<file path="src/rtl/core_mem_avalon_if.sv">
// Avalon-MM bus between the core memory bridge (master) and the memory fabric (slave).
// Reads use the pipelined readdatavalid response.
interface core_mem_avalon_if;
    logic [31:0] address;
    logic        read;
    logic        write;
    logic [31:0] writedata;
    logic [3:0]  byteenable;
    logic        waitrequest;
    logic [31:0] readdata;
    logic        readdatavalid;

    modport master (
        output address, read, write, writedata, byteenable,
        input  waitrequest, readdata, readdatavalid
    );

    modport slave (
        input  address, read, write, writedata, byteenable,
        output waitrequest, readdata, readdatavalid
    );
endinterface

</file>
<file path="src/rtl/core_mem_avalon.sv">
// Bridges a single-outstanding core memory request onto Avalon-MM with a read timeout.
// Reads abandoned on timeout are tracked so their late responses are dropped.
module core_mem_avalon #(
    parameter int TIMEOUT = 255
) (
    input  logic                     clk,
    input  logic                     rst,
    input  logic                     mem_start,
    input  logic                     mem_write,
    input  logic [29:0]              mem_addr,
    input  logic [31:0]              mem_data_wr,
    output logic                     mem_ready,
    output logic [31:0]              mem_data_rd,
    output logic                     mem_fault,
    core_mem_avalon_if.master        avl
);

    typedef enum logic [1:0] {IDLE, REQ, WAIT, RESP} state_t;

    localparam logic [7:0] TIMEOUT_LAST = 8'(TIMEOUT - 1);

    state_t      state;
    logic [7:0]  cnt;
    logic [3:0]  stale;
    logic        is_write;
    logic        stale_dec;
    logic        timeout_hit;

    assign avl.byteenable = 4'hF;

    // Any response seen while abandoned reads are outstanding belongs to one of them.
    always_comb begin
        stale_dec   = avl.readdatavalid && (stale != 4'd0);
        timeout_hit = (state == WAIT) && !(avl.readdatavalid && (stale == 4'd0))
                      && (cnt == TIMEOUT_LAST);
    end

    always_ff @(posedge clk) begin
        if (rst) begin
            state         <= IDLE;
            cnt           <= 8'd0;
            stale         <= 4'd0;
            is_write      <= 1'b0;
            mem_ready     <= 1'b0;
            mem_fault     <= 1'b0;
            mem_data_rd   <= 32'd0;
            avl.read      <= 1'b0;
            avl.write     <= 1'b0;
            avl.address   <= 32'd0;
            avl.writedata <= 32'd0;
        end else begin
            mem_ready <= 1'b0;

            // Simultaneous abandon and late response leave the count unchanged.
            if (timeout_hit && !stale_dec && (stale != 4'd15))
                stale <= stale + 4'd1;
            else if (stale_dec && !timeout_hit)
                stale <= stale - 4'd1;

            case (state)
                IDLE: begin
                    if (mem_start) begin
                        is_write      <= mem_write;
                        avl.address   <= {mem_addr, 2'b00};
                        avl.writedata <= mem_data_wr;
                        avl.read      <= !mem_write;
                        avl.write     <= mem_write;
                        state         <= REQ;
                    end
                end
                REQ: begin
                    if (!avl.waitrequest) begin
                        avl.read  <= 1'b0;
                        avl.write <= 1'b0;
                        if (is_write) begin
                            mem_fault <= 1'b0;
                            state     <= RESP;
                        end else begin
                            cnt   <= 8'd0;
                            state <= WAIT;
                        end
                    end
                end
                WAIT: begin
                    if (avl.readdatavalid && (stale == 4'd0)) begin
                        mem_data_rd <= avl.readdata;
                        mem_fault   <= 1'b0;
                        state       <= RESP;
                    end else begin
                        cnt <= cnt + 8'd1;
                        if (timeout_hit) begin
                            mem_data_rd <= 32'd0;
                            mem_fault   <= 1'b1;
                            state       <= RESP;
                        end
                    end
                end
                RESP: begin
                    mem_ready <= 1'b1;
                    state     <= IDLE;
                end
                default: state <= IDLE;
            endcase
        end
    end

endmodule

</file>
<file path="src/flat_wrapper.sv">
// flat-port wrapper written by rule: the top's interface ports become plain ports
module core_mem_avalon_flat 
#(
    parameter int TIMEOUT = 255
)
  (clk, rst, mem_start, mem_write, mem_addr, mem_data_wr, mem_ready, mem_data_rd, mem_fault, avl_address, avl_read, avl_write, avl_writedata, avl_byteenable, avl_waitrequest, avl_readdata, avl_readdatavalid);
  core_mem_avalon_if avl_i ();
  input  logic clk;
  input  logic rst;
  input  logic mem_start;
  input  logic mem_write;
  input  logic [29:0] mem_addr;
  input  logic [31:0] mem_data_wr;
  output logic mem_ready;
  output logic [31:0] mem_data_rd;
  output logic mem_fault;
  output wire logic [$bits(avl_i.address)-1:0] avl_address;
  output wire logic [$bits(avl_i.read)-1:0] avl_read;
  output wire logic [$bits(avl_i.write)-1:0] avl_write;
  output wire logic [$bits(avl_i.writedata)-1:0] avl_writedata;
  output wire logic [$bits(avl_i.byteenable)-1:0] avl_byteenable;
  input wire logic [$bits(avl_i.waitrequest)-1:0] avl_waitrequest;
  input wire logic [$bits(avl_i.readdata)-1:0] avl_readdata;
  input wire logic [$bits(avl_i.readdatavalid)-1:0] avl_readdatavalid;
  assign avl_address = avl_i.address;
  assign avl_read = avl_i.read;
  assign avl_write = avl_i.write;
  assign avl_writedata = avl_i.writedata;
  assign avl_byteenable = avl_i.byteenable;
  assign avl_i.waitrequest = avl_waitrequest;
  assign avl_i.readdata = avl_readdata;
  assign avl_i.readdatavalid = avl_readdatavalid;
  core_mem_avalon #(.TIMEOUT(TIMEOUT)) u_core (.clk(clk), .rst(rst), .mem_start(mem_start), .mem_write(mem_write), .mem_addr(mem_addr), .mem_data_wr(mem_data_wr), .mem_ready(mem_ready), .mem_data_rd(mem_data_rd), .mem_fault(mem_fault), .avl(avl_i));
endmodule
</file>
<file path="config.mk">
export PLATFORM = sky130hd
export DESIGN_NAME = core_mem_avalon_flat
export DESIGN_NICKNAME = d
export VERILOG_FILES = /design/src/rtl/core_mem_avalon_if.sv /design/src/rtl/core_mem_avalon.sv /design/src/flat_wrapper.sv
export SDC_FILE = /design/constraint.sdc
export NUM_CORES = 1
export LEC_CHECK = 0
export CAP_MARGIN = 20
export CORE_MARGIN = 2
export CORE_UTILIZATION = 40
export CTS_CLUSTER_SIZE = 8
export DETAILED_ROUTE_END_ITERATION = 8
export PLACE_DENSITY = 0.77
export SLEW_MARGIN = 30
export SYNTH_ARGS = -nofsm -noshare
export SYNTH_HDL_FRONTEND = slang
export SYNTH_SLANG_ARGS = --single-unit
</file>
<file path="constraint.sdc">
create_clock -name clk -period 2.6 [get_ports clk]
set_input_delay 0.52 -clock clk [delete_from_list [all_inputs] [get_ports clk]]
set_output_delay 0.52 -clock clk [all_outputs]
set_load 0.02 [all_outputs]
</file>
== After elaboration in Yosys (flattened, before gate mapping) ==
Index checks and enable logic that the tools add are counted.

* Equality and inequality tests: 11
* Multiplexer cells: 25
* Add/subtract/negate cells: 3
* Reduce and logical (&&, ||, !) cells: 24

{| class="wikitable"
|+ Operators with widths
! cell !! count
|-
| 32-bit two-way mux || 2
|-
| 8-bit two-way mux || 3
|-
| 8-bit case mux with 2 select lines || 1
|-
| 1-bit two-way mux || 9
|-
| 8-bit by 1-bit adder with 8-bit output, second input constant || 1
|-
| 8-bit equality test, second input constant || 1
|-
| 2-bit two-way mux || 4
|-
| 4-bit two-way mux || 2
|-
| 2-bit != test, second input constant || 4
|-
| 2-bit case mux with 4 select lines || 1
|-
| 4-bit AND reduction || 2
|-
| 2-bit nonzero test || 4
|-
| 1-bit logical AND || 7
|-
| 1-bit case mux with 2 select lines || 3
|-
| 3-bit AND reduction || 2
|-
| 4-bit by 1-bit adder with 4-bit output, second input constant || 1
|-
| 2-bit equality test, second input constant || 2
|-
| 1-bit logical NOT || 4
|-
| 4-bit logical NOT || 1
|-
| 4-bit != test, second input constant || 1
|-
| 2-bit AND reduction || 2
|-
| 4-bit nonzero test || 1
|-
| 4-bit by 1-bit subtractor with 4-bit output, second input constant || 1
|-
| 3-bit by 2-bit != test with 1-bit output, second input constant || 1
|-
| other kinds (3) || 3
|}

* Logic and storage cells: 74
* Output and inout port bits: 104
* Input port bits: 100
* Flip-flop bits (word level): 113

== Logic depth before layout (Yosys ltp) ==
* Word-level depth: 9
* Mapped depth: 11

== Worst setup path before layout ==
No wires, ideal clock.

* Path kind: reg2reg
* Start point: register u_core.state[0]
* End point: register u_core.stale[3]
* Arrival: 2241 ps
* Setup slack: 263 ps
* Stages on the path, launching flop included: 12
* Data required time: 2505 ps
* Library setup time: 95 ps
* Buffers on the path: 1
* Path through: dfxtp_1 > inv_1 > ha_1 > and4_1 > and3_1 > buf_2 > inv_2 > ha_1 > a21o_1 > a2111oi_0 > mux2i_1 > o311ai_1

* Word-level cells in the longest chain between the ends: 6

{| class="wikitable"
|+ Ends and longest elaborated chain
! element !! line !! text
|-
| start, declared || core_mem_avalon.sv:22 || <nowiki>state_t state;</nowiki>
|-
| start signal, assigned || core_mem_avalon.sv:40 || <nowiki>state <= IDLE;</nowiki>
|-
| start signal, assigned || core_mem_avalon.sv:68 || <nowiki>state <= REQ;</nowiki>
|-
| start signal, assigned || core_mem_avalon.sv:77 || <nowiki>state <= RESP;</nowiki>
|-
| 2-bit equality test (*) || core_mem_avalon.sv:34 || <nowiki>timeout_hit = (state == WAIT) && !(avl.readdatavalid && (stale == 4'd0))</nowiki>
|-
| 1-bit logical AND (*) || core_mem_avalon.sv:34 ||
|-
| 1-bit logical AND (*) || core_mem_avalon.sv:35 || <nowiki>&& (cnt == TIMEOUT_LAST);</nowiki>
|-
| 1-bit logical AND or 1-bit logical NOT (tied branches) || core_mem_avalon.sv:55, core_mem_avalon.sv:57 ||
|-
| 1-bit logical AND, on equally long branches || core_mem_avalon.sv:55, core_mem_avalon.sv:57 ||
|-
| 4-bit two-way mux or 2-bit nonzero test (tied branches) || -- ||
|-
| end signal, assigned || core_mem_avalon.sv:56 || <nowiki>stale <= stale + 4'd1;</nowiki>
|-
| end signal, assigned || core_mem_avalon.sv:58 || <nowiki>stale <= stale - 4'd1;</nowiki>
|-
| end, declared || core_mem_avalon.sv:24 || <nowiki>logic [3:0] stale;</nowiki>
|}

Every way passes the cells marked *; elsewhere a longest branch is shown, timed or not.
A chain may end at the register's enable or synchronous reset.

== Final worst setup path ==
Same ends and word-level chain as after synthesis.

==> run summary <==
maximum single-stage delay on the critical path -> 0.42 ns
number of different library cells in the post-synthesis netlist -> 46
post-detailed-route count of antenna-violating nets -> 0
post-synthesis sequential element count -> 113
max-capacitance violation count -> 0
Synth Instances -> 551
number of antenna violations at the first check in global routing -> 0
cell count after placement -> 860
wire length of the first global-routing pass -> 20,200 um
Netlist Area Pre-Place -> 4450 um^2
Max clock buf depth -> 2
largest driver fanout on the critical path -> 4
switching power of the nets -> 2.12 mW
share of synthesized area occupied by flip-flops and latches -> 50.9%
most frequent cell on the critical path -> sky130_fd_sc_hd__ha_1
share of final-layout standard cells stronger than drive strength 1 -> 7.19%
Async SR Flop Fraction -> 0%
routed vias -> 4,501
combinational share of power -> 32.9%
number of inserted diodes -> 0
effective utilization at floorplan -> 41.0%
post-DR wirelength/cell -> 14.3 um
Ys Warns -> 0
HPWL after detailed placement -> 8900 um
standby leakage power -> 2.58 nW
total number of nets in the final design -> 848
post-route minimum period -> 2.33 ns
FP Rows -> 38
TritonCTS clock tree -> built
number of port buffers -> 197
Cell Int Power -> 4.33 mW
clock net sink count -> 113
Hold Violations, Final -> 0
Setup crit start kind -> register
worst path arrival time -> 2.72 ns
syn_area_per_cell -> 8.07 um^2
PwrDens -> 910 nW/um^2
Filler cells -> 913
dominant register cell in the synthesized netlist -> sky130_fd_sc_hd__dfxtp_1
portion of total power attributed to the clock network -> 33.1%
overflow left after global routing -> 0
Top-Level Pins -> 204
vias per cell -> 5.05
drt first pass iters -> 4
type of the setup path with the least slack -> register to register
Setup-failing EPs final -> 0
fraction of power spent switching nets -> 32.9%
unrepaired setup endpoints after global routing -> false
Core Box Area -> 10,800 um^2
Post-Layout Cell Count -> 891
number of buffers created by CTS -> 17
final critical-path share of the clock period -> 89.7%
worst hold-check path type -> input pin to register
worst clock skew -> 0.00455 ns
insertion delay to the later sink of the worst-skew pair -> 0.49 ns
cell at the slowest stage of the critical path -> sky130_fd_sc_hd__or4_1
detailed-route wire length -> 12,700 um
ordered list of cells on the worst path -> inv_1, ha_1, and4_1, and3_1, inv_2, ha_1, a21o_1, a21oi_1, or4_1, o311ai_1
sequential group share of total power -> 34.0%
maximum frequency from static timing analysis -> 429 MHz
worst vdd rail ir drop -> 453 uV
number of global-route vias before repair -> 4,491
relative area change from synthesis to final layout -> 59.5%
Total Die Area -> 12,000 um^2
Clk pin slew, worst setup/hold paths -> 0.05 ns
overall global routing resource usage -> 21.4%
CTS H-tree lvls -> 4
number of DRC markers in iteration 0 -> 211
Final TNS setup -> 0 ns
drt drc -> 0
clock tree root buffer cell -> sky130_fd_sc_hd__clkbuf_8
Chip Height -> 109 um
number of enable flip-flop cells after synthesis -> 0
routability congestion estimate -> 0.759
Worst setup EP type -> register
pin count of the biggest net entering global routing -> 81
power after layout -> 6.45 mW
Final Max Tran Viols -> 0
outcome -> complete, no violations
post-CTS repair timing setup buffer count -> 0
Util after Layout -> 65.4%
endpoint required time on the critical path -> 2.98 ns
Die X -> 109 um
-- per-stage QoR --
stage | setup WS (ns) | hold slack (ns) | cell area (um^2)
floorplan | 0.263 | 0.461 | 4460
global placement | 0.0742 | 0.441 | 6520
detailed placement | 0.0170 | 0.446 | 6520
CTS | 0.230 | 0.405 | 7080
global route | 0.0819 | 0.419 | 7090
finish | 0.267 | 0.435 | 7090
-- registers in the layout (all words and copies together) (netlist names), 2 cells and up --
| name | flops |
|---|---|
| u_core.avl.address | 30 |
| u_core.avl.writedata | 32 |
| u_core.stale | 4 |
| u_core.cnt | 8 |
| u_core.state | 2 |
| u_core.mem_data_rd | 32 |
-- cells in the final DEF, fill, tap and decap left out, types with 2 or more instances in the layout --
cell type and count:
sky130_fd_sc_hd__dfxtp_1 113, sky130_fd_sc_hd__nor2_1 7, sky130_fd_sc_hd__nand3_1 37, sky130_fd_sc_hd__a211oi_1 4
sky130_fd_sc_hd__a21oi_1 106, sky130_fd_sc_hd__clkbuf_16 16, sky130_fd_sc_hd__buf_4 10, sky130_fd_sc_hd__buf_12 2
sky130_fd_sc_hd__ha_1 8, sky130_fd_sc_hd__mux2i_1 3, sky130_fd_sc_hd__clkdlybuf4s50_1 196, sky130_fd_sc_hd__nand2_1 163
sky130_fd_sc_hd__inv_1 8, sky130_fd_sc_hd__o21ai_0 10, sky130_fd_sc_hd__or3_1 5, sky130_fd_sc_hd__nand4_1 2
sky130_fd_sc_hd__xnor2_1 2, sky130_fd_sc_hd__a21o_1 3, sky130_fd_sc_hd__nor3_1 2, sky130_fd_sc_hd__or4_1 3
sky130_fd_sc_hd__nor3b_1 2, sky130_fd_sc_hd__a31o_2 2, sky130_fd_sc_hd__nand2b_1 2, sky130_fd_sc_hd__clkbuf_8 6
sky130_fd_sc_hd__clkinvlp_4 3, sky130_fd_sc_hd__and4_1 2, sky130_fd_sc_hd__clkinv_2 4, sky130_fd_sc_hd__conb_1 6
-- repair_timing --
item / 4_1_cts / 5_1_grt
endpoints found under the setup margin: 0 / 1
resized for setup: 0 / 2
hold buffers: 0 / 0
hold endpoints to repair: 0 / 0
-- synthesized netlist by cell type, types with 2 or more instances --
| cell type | number | share of area (%) |
|---|---|---|
| sky130_fd_sc_hd__nand2_1 | 164 | 14 |
| sky130_fd_sc_hd__dfxtp_1 | 113 | 51 |
| sky130_fd_sc_hd__a21oi_1 | 106 | 12 |
| sky130_fd_sc_hd__nand3_1 | 37 | 4.2 |
| sky130_fd_sc_hd__clkbuf_1 | 25 | 2.1 |
| sky130_fd_sc_hd__o21ai_0 | 10 | 1.1 |
| sky130_fd_sc_hd__buf_4 | 9 | 1.5 |
| sky130_fd_sc_hd__ha_1 | 8 | 2.3 |
| sky130_fd_sc_hd__inv_1 | 8 | 0.68 |
| sky130_fd_sc_hd__buf_1 | 7 | 0.59 |
| sky130_fd_sc_hd__nor2_1 | 7 | 0.59 |
| sky130_fd_sc_hd__or3_1 | 5 | 0.70 |
| sky130_fd_sc_hd__a211oi_1 | 4 | 0.68 |
| sky130_fd_sc_hd__a21o_1 | 3 | 0.51 |
| sky130_fd_sc_hd__mux2i_1 | 3 | 0.68 |
| sky130_fd_sc_hd__or4_1 | 3 | 0.51 |
| sky130_fd_sc_hd__a31o_2 | 2 | 0.39 |
| sky130_fd_sc_hd__and4_1 | 2 | 0.39 |
| sky130_fd_sc_hd__buf_2 | 2 | 0.23 |
| sky130_fd_sc_hd__conb_1 | 2 | 0.17 |
| sky130_fd_sc_hd__nand2b_1 | 2 | 0.28 |
| sky130_fd_sc_hd__nand4_1 | 2 | 0.28 |
| sky130_fd_sc_hd__nor3_1 | 2 | 0.23 |
| sky130_fd_sc_hd__nor3b_1 | 2 | 0.34 |
| sky130_fd_sc_hd__xnor2_1 | 2 | 0.39 |
-- logic make-up after synthesis --
logic type               share of synthesized area, %
AO/OA/AOI/OAI                                    16.7
XOR/XNOR                                        0.591
adder cells (fa/ha/maj)                          2.70
buffers and inverters                            5.21
flip-flops                                       50.9
multiplexers                                    0.676
other                                           0.169
AND/OR/NAND/NOR                                  23.1
-- layout make-up --
| cell class | instances | area (um^2) | share of cell area (%) |
|---|---|---|---|
| flip-flops and latches | 113 | 2260 | 31.9 |
| repair buffers | 208 | 2080 | 29.3 |
| multi-input cells | 390 | 1980 | 27.9 |
| clock buffers | 22 | 483 | 6.81 |
| well taps | 140 | 175 | 2.47 |
| clock inverters | 9 | 81.3 | 1.15 |
| inverters | 9 | 33.8 | 0.477 |
-- power by group through the flow --
| stage | registers, mW | logic (mW) | clock network (mW) |
|---|---|---|---|
| floorplan | 2.47 | 0.993 | 0 |
| global placement | 2.21 | 2.06 | 0 |
| detailed placement | 2.23 | 2.12 | 0 |
| CTS | 2.20 | 2.13 | 2.19 |
| global route | 2.23 | 2.33 | 2.28 |
| finish | 2.19 | 2.12 | 2.14 |
-- per-layer routing --
layer	global-route usage, %	wire [um]
met5	0	0
met4	11.7	406
met3	8.30	1220
met2	35.4	6090
met1	23.5	5020
-- worst max-delay path, delay by kind of cell (launching register included) --
family          cells  cell delay [ns]
simple gates        3             0.86
fa+ha+maj           2             0.46
compound gates      3             0.40
flops               1             0.32
buf+inv             2             0.19
-- final timing paths --
kind                                             start                     end  slack, ns  depth (start not counted)
worst min-delay path                               rst         u_core.state[1]       0.43                          2
worst max-delay path                   u_core.state[0]         u_core.stale[3]       0.27                         10
worst max register to register         u_core.state[0]         u_core.stale[3]       0.27                         10
worst min register to register  u_core.avl.address[15]  u_core.avl.address[15]       0.45                          2
Note: power is estimated with default switching activity, not from simulation.
